===== config.mk =====
export PLATFORM = sky130hd
export DESIGN_NAME = uart_line_buffer
export DESIGN_NICKNAME = d
export VERILOG_FILES = /design/src/rtl/uart_line_buffer.sv
export SDC_FILE = /design/constraint.sdc
export NUM_CORES = 1
export LEC_CHECK = 0
export ABC_CLOCK_PERIOD_IN_PS = 2400
export CAP_MARGIN = 5
export CORE_MARGIN = 2
export CORE_UTILIZATION = 50
export DETAILED_ROUTE_END_ITERATION = 10
export PLACE_DENSITY = 0.71
export SYNTH_ARGS = -nofsm -noshare
export SYNTH_HDL_FRONTEND = slang
export SYNTH_SLANG_ARGS = --single-unit

===== constraint.sdc =====
create_clock -name clk -period 2.4 [get_ports clk]
set_input_delay 0.48 -clock clk [delete_from_list [all_inputs] [get_ports clk]]
set_output_delay 0.48 -clock clk [all_outputs]
set_load 0.02 [all_outputs]

===== src/rtl/uart_line_buffer.sv =====
// uart_line_buffer: assembles received bytes into a line and replays it through the UART
// transmit handshake on CR, followed by an optional '!' overflow marker and CR LF.
module uart_line_buffer #(
  parameter int DEPTH = 16,
  parameter int GUARD = 2
) (
  input  logic       clk,
  input  logic       rst_n,
  input  logic       rx_valid_i,
  input  logic [7:0] rx_data_i,
  input  logic       rx_error_i,
  input  logic       tx_busy_i,
  output logic       tx_start_o,
  output logic [7:0] tx_data_o,
  output logic       busy_o,
  output logic       overflow_o,
  output logic [7:0] drop_count_o
);
  localparam int AW = $clog2(DEPTH);
  localparam int CW = AW + 1;
  localparam int GW = $clog2(GUARD + 1);
  typedef enum logic [2:0] {
    COLLECT, LOAD, ISSUE, GUARD_WAIT, IDLE_WAIT, SUFFIX_BANG, SUFFIX_CR, SUFFIX_LF
  } state_t;
  // Which byte the shared ISSUE/GUARD_WAIT/IDLE_WAIT path returns from
  typedef enum logic [1:0] {PH_DATA, PH_BANG, PH_CR, PH_LF} phase_t;
  state_t state_q, state_d;
  phase_t phase_q, phase_d;
  logic [CW-1:0] count_q, count_d, rd_ptr_q, rd_ptr_d;
  logic [GW-1:0] g_q, g_d;
  logic [7:0] tx_data_q, tx_data_d, drop_q, drop_d;
  logic overflow_q, overflow_d, we;
  logic [7:0] mem_q [DEPTH];
  always_ff @(posedge clk) begin
    if (we) mem_q[count_q[AW-1:0]] <= rx_data_i;
  end
  always_ff @(posedge clk or negedge rst_n) begin
    if (!rst_n) begin
      state_q    <= COLLECT;
      phase_q    <= PH_DATA;
      count_q    <= '0;
      rd_ptr_q   <= '0;
      g_q        <= '0;
      tx_data_q  <= '0;
      drop_q     <= '0;
      overflow_q <= 1'b0;
    end else begin
      state_q    <= state_d;
      phase_q    <= phase_d;
      count_q    <= count_d;
      rd_ptr_q   <= rd_ptr_d;
      g_q        <= g_d;
      tx_data_q  <= tx_data_d;
      drop_q     <= drop_d;
      overflow_q <= overflow_d;
    end
  end
  always_comb begin
    state_d    = state_q;
    phase_d    = phase_q;
    count_d    = count_q;
    rd_ptr_d   = rd_ptr_q;
    g_d        = g_q;
    tx_data_d  = tx_data_q;
    drop_d     = drop_q;
    overflow_d = overflow_q;
    we         = 1'b0;
    tx_start_o = 1'b0;
    if (state_q != COLLECT && rx_valid_i && drop_q != 8'hFF) drop_d = drop_q + 8'd1;
    case (state_q)
      COLLECT: begin
        if (rx_error_i) begin
          count_d    = '0;
          overflow_d = 1'b0;
        end else if (rx_valid_i) begin
          if (rx_data_i == 8'h0D) begin
            state_d  = LOAD;
            rd_ptr_d = '0;
            phase_d  = PH_DATA;
          end else if (rx_data_i == 8'h08) begin
            if (count_q != '0) count_d = count_q - CW'(1);
          end else if (rx_data_i != 8'h0A) begin
            if (count_q < CW'(DEPTH)) begin
              we      = 1'b1;
              count_d = count_q + CW'(1);
            end else overflow_d = 1'b1;
          end
        end
      end
      LOAD: begin
        if (rd_ptr_q < count_q) begin
          tx_data_d = mem_q[rd_ptr_q[AW-1:0]];
          state_d   = ISSUE;
        end else state_d = overflow_q ? SUFFIX_BANG : SUFFIX_CR;
      end
      SUFFIX_BANG: begin
        tx_data_d = 8'h21;
        phase_d   = PH_BANG;
        state_d   = ISSUE;
      end
      SUFFIX_CR: begin
        tx_data_d = 8'h0D;
        phase_d   = PH_CR;
        state_d   = ISSUE;
      end
      SUFFIX_LF: begin
        tx_data_d = 8'h0A;
        phase_d   = PH_LF;
        state_d   = ISSUE;
      end
      ISSUE: begin
        if (!tx_busy_i) begin
          tx_start_o = 1'b1;
          g_d        = '0;
          state_d    = GUARD_WAIT;
        end
      end
      GUARD_WAIT: begin
        if (g_q == GW'(GUARD - 1)) state_d = IDLE_WAIT;
        else g_d = g_q + GW'(1);
      end
      IDLE_WAIT: begin
        if (!tx_busy_i) begin
          state_d = phase_q == PH_DATA ? LOAD : phase_q == PH_BANG ? SUFFIX_CR :
                    phase_q == PH_CR ? SUFFIX_LF : COLLECT;
          if (phase_q == PH_DATA) rd_ptr_d = rd_ptr_q + CW'(1);
          if (phase_q == PH_LF) begin
            count_d    = '0;
            overflow_d = 1'b0;
          end
        end
      end
      default: state_d = COLLECT;
    endcase
  end
  assign tx_data_o    = tx_data_q;
  assign busy_o       = state_q != COLLECT;
  assign overflow_o   = overflow_q;
  assign drop_count_o = drop_q;
endmodule


==> summary.txt <==
Timing
  – Clock Skew: 8.89 ps
  – Tmin final: 2380 ps
  – Period Utilization, post-route: 0.991
  – Final Hold Vio Count: 0
  – Fmax: 0.421 GHz
  – Worst slew pin tran: 623 ps
  – Setup-failing EPs final: 0
  – Fin Setup TNS: 0 ps
  – RSZ-0062 raised after global routing: true
  – Slew Limit Fails: 0
  – Worst slew margin: 0.578

Detailed routing
  – ANT nets after route: 0
  – Initial DRC count: 368
  – Met2 routed WL: 7.96 mm
  – Routed vias/inst: 5.90
  – # DRC: 0
  – DR WL/cell: 21.0 um
  – Met3 Wirelength: 875 um
  – Met1 WL: 6.43 mm
  – WL final: 15.6 mm
  – Number of detailed-route iterations in the first pass: 5
  – Via count: 4382
  – Highest metal layer with signal wires: met4

Critical path
  – WS Path Type: in2reg
  – Crit path capture type: flip-flop
  – Crit start category: primary input
  – Crit-path max FO: 19
  – Worst r2r src: count_q[3]$_DFFE_PN0P_
  – Crit path launch: rx_data_i[2]
  – Critical Path AT: 2510 ps
  – WP data required: 2530 ps

CTS
  – H-tree Lvls: 4
  – Number of hold buffers added after CTS: 0
  – Clock Latency Late Sink: 420 ps
  – Cts bufs inserted: 17
  – Clock transition at path regs: 60 ps
  – Clock root buffer: clkbuf_16
  – CTS sink cnt: 162
  – Longest Clk Path Bufs: 2
  – CTS tree: done

Floorplan
  – Initial core utilization: 0.510
  – Core ar.: 0.0138 mm^2
  – Rows: 43
  – Chip height: 123 um
  – Io pins: 32
  – Die width: 123 um
  – Full die area: 0.0151 mm^2

Finish
  – Layout area overhead: 21.9%
  – Share of cells above drive strength 1: 0.249
  – Final-stage net count: 577
  – Highest-count cells in the layout ignoring fill and taps: edfxtp_1 (128), buf_4 (50), dfrtp_1 (33), mux4_2 (32), nor2_1 (28)
  – Antenna cells: 0
  – Post-Layout Cell Count: 743
  – Most common cell after layout, fill and taps aside: edfxtp_1
  – Util after Layout: 0.622
  – Fillers: 981

Synthesis
  – FFs w/ async S/R, synth: 0.210
  – Post-Syn Instances: 458
  – Synth Cell Area: 0.00706 mm^2
  – Post-Synthesis Mean Instance Area: 15.4 um^2
  – Mapped Nets: 485
  – Synth warnings: 0
  – Post-synth top flop: edfxtp_1
  – Seq/Total Area, Yosys: 0.665
  – FF+latch count, synth: 162
  – Post-synth EDFFs: 128
  – Synth cell types: 53

Pwr
  – Pwr Total: 8950 uW
  – Worst VDD drop: 0.595 mV
  – Leak: 0.00311 uW
  – Power density cells: 1040 mW/mm^2

Placement
  – GP Congestion: 0.848
  – Dpl hpwl: 10.3 mm
  – Placed cell count: 708
  – PortBufs: 31

Global routing
  – Gr ovfl total: 0
  – Vias in the first global route: 4363
  – Initial antenna violation count: 0
  – Largest net degree at the start of global routing: 35
  – Global-route wire length before repair: 23.9 mm
  – All-Layer GR Usage: 0.221

Flow run
  – Maxcap violations: 0

Outcome
  – Status: finished, final reports clean

Min path
  – HP Class: in2async
## path summary, 6_finish.rpt
kind | endpoint | slack, ps | cells past startpoint
setup / recovery | mem_q[3][7]$_DFFE_PP_ | 20 | 9
hold / removal | drop_count_o[6]$_DFFE_PN0P_ | 480 | 2
setup reg to reg | tx_data_o[4]$_DFFE_PN0P_ | 120 | 6
hold reg to reg | rd_ptr_q[4]$_DFFE_PN0P_ | 490 | 1
max in group asynchronous | rd_ptr_q[0]$_DFFE_PN0P_ | 1560 | 2
min in group clk | rd_ptr_q[4]$_DFFE_PN0P_ | 490 | 1
## metrics by stage
| stage | worst slack (ps) | hold slack (ps) | area [um^2] |
|---|---|---|---|
| finish | 22.2 | 478 | 8600 |
| global route | -53.7 | 519 | 8600 |
| CTS | 2.13 | 490 | 8560 |
| detailed placement | -527 | 486 | 7940 |
| global placement | -497 | 472 | 7940 |
| floorplan | 35.8 | 184 | 7060 |
## flip-flops by register name (all words and copies together) (netlist names)
name          flops
mem_q           128
drop_count_o      8
tx_data_o         8
count_q           5
rd_ptr_q          5
state_q           3
g_q               2
phase_q           2
overflow_o        1
## worst max-delay path, cell delays in order
cell and delay [ps]:
clkdlybuf4s50_1 500, buf_6 210, and3b_1 190, o211a_1 240, nor3_2 130, buf_4 150
nand3_1 190, nor3_2 230, buf_6 180
## cell type report
class                      count  area (um^2)  area share
clock buffer                  21          440      0.0512
clock inverter                11          118      0.0137
inverter                      20         75.1     0.00872
multi-input combinational    258         2220       0.258
sequential                   162         4700       0.546
tap                          180          225      0.0262
timing repair buffer          91          827      0.0961
## cells in the mapped netlist (4+ instances only)
cell,n,area [um^2]
a22o_1,6,52.6
clkbuf_1,6,22.5
dfrtp_1,34,851
inv_1,19,71.3
o21ai_1,4,20.0
nor2_1,30,113
nand4_1,6,37.5
a22oi_1,10,75.1
edfxtp_1,128,3840
ha_1,13,163
nand3_1,13,65.1
buf_2,8,40.0
a21oi_1,15,75.1
a221oi_1,4,35.0
o21ai_0,21,105
xor2_1,4,35.0
nor2b_1,6,37.5
xnor2_1,5,43.8
mux4_2,32,721
nand2_1,26,97.6
nor3_1,10,50.1
nand2b_1,5,31.3
## metal layers
layer  global-route usage  up-vias
li1                     -     1981
met1                0.283     2213
met2                0.366      154
met3               0.0469       34
met4               0.0905        0
met5                    0        -
## timing repair
action | 4_1_cts | 5_1_grt
setup endpoints to repair | 107 | 71
gates cloned | 0 | 0
resized for setup | 12 | 11
pin swaps | 1 | 5
buffers inserted | 2 | 1
## power breakdown
group / switching (uW) / internal (uW)
Sequential: 320 / 3250
Clock: 1130 / 1460
Combinational: 1470 / 1330
## cell families (layout without fill, tap and decap cells)
logic type | Yosys count | count (layout) | share of synthesized area
buf+inv | 38 | 143 | 0.0271
xor+xnor | 9 | 9 | 0.0112
compound gates | 89 | 89 | 0.0867
simple gates | 110 | 110 | 0.0759
fa+ha+maj | 14 | 14 | 0.0259
flops | 162 | 162 | 0.665
mux | 36 | 36 | 0.108
Note: power is estimated with default switching activity, not from simulation.
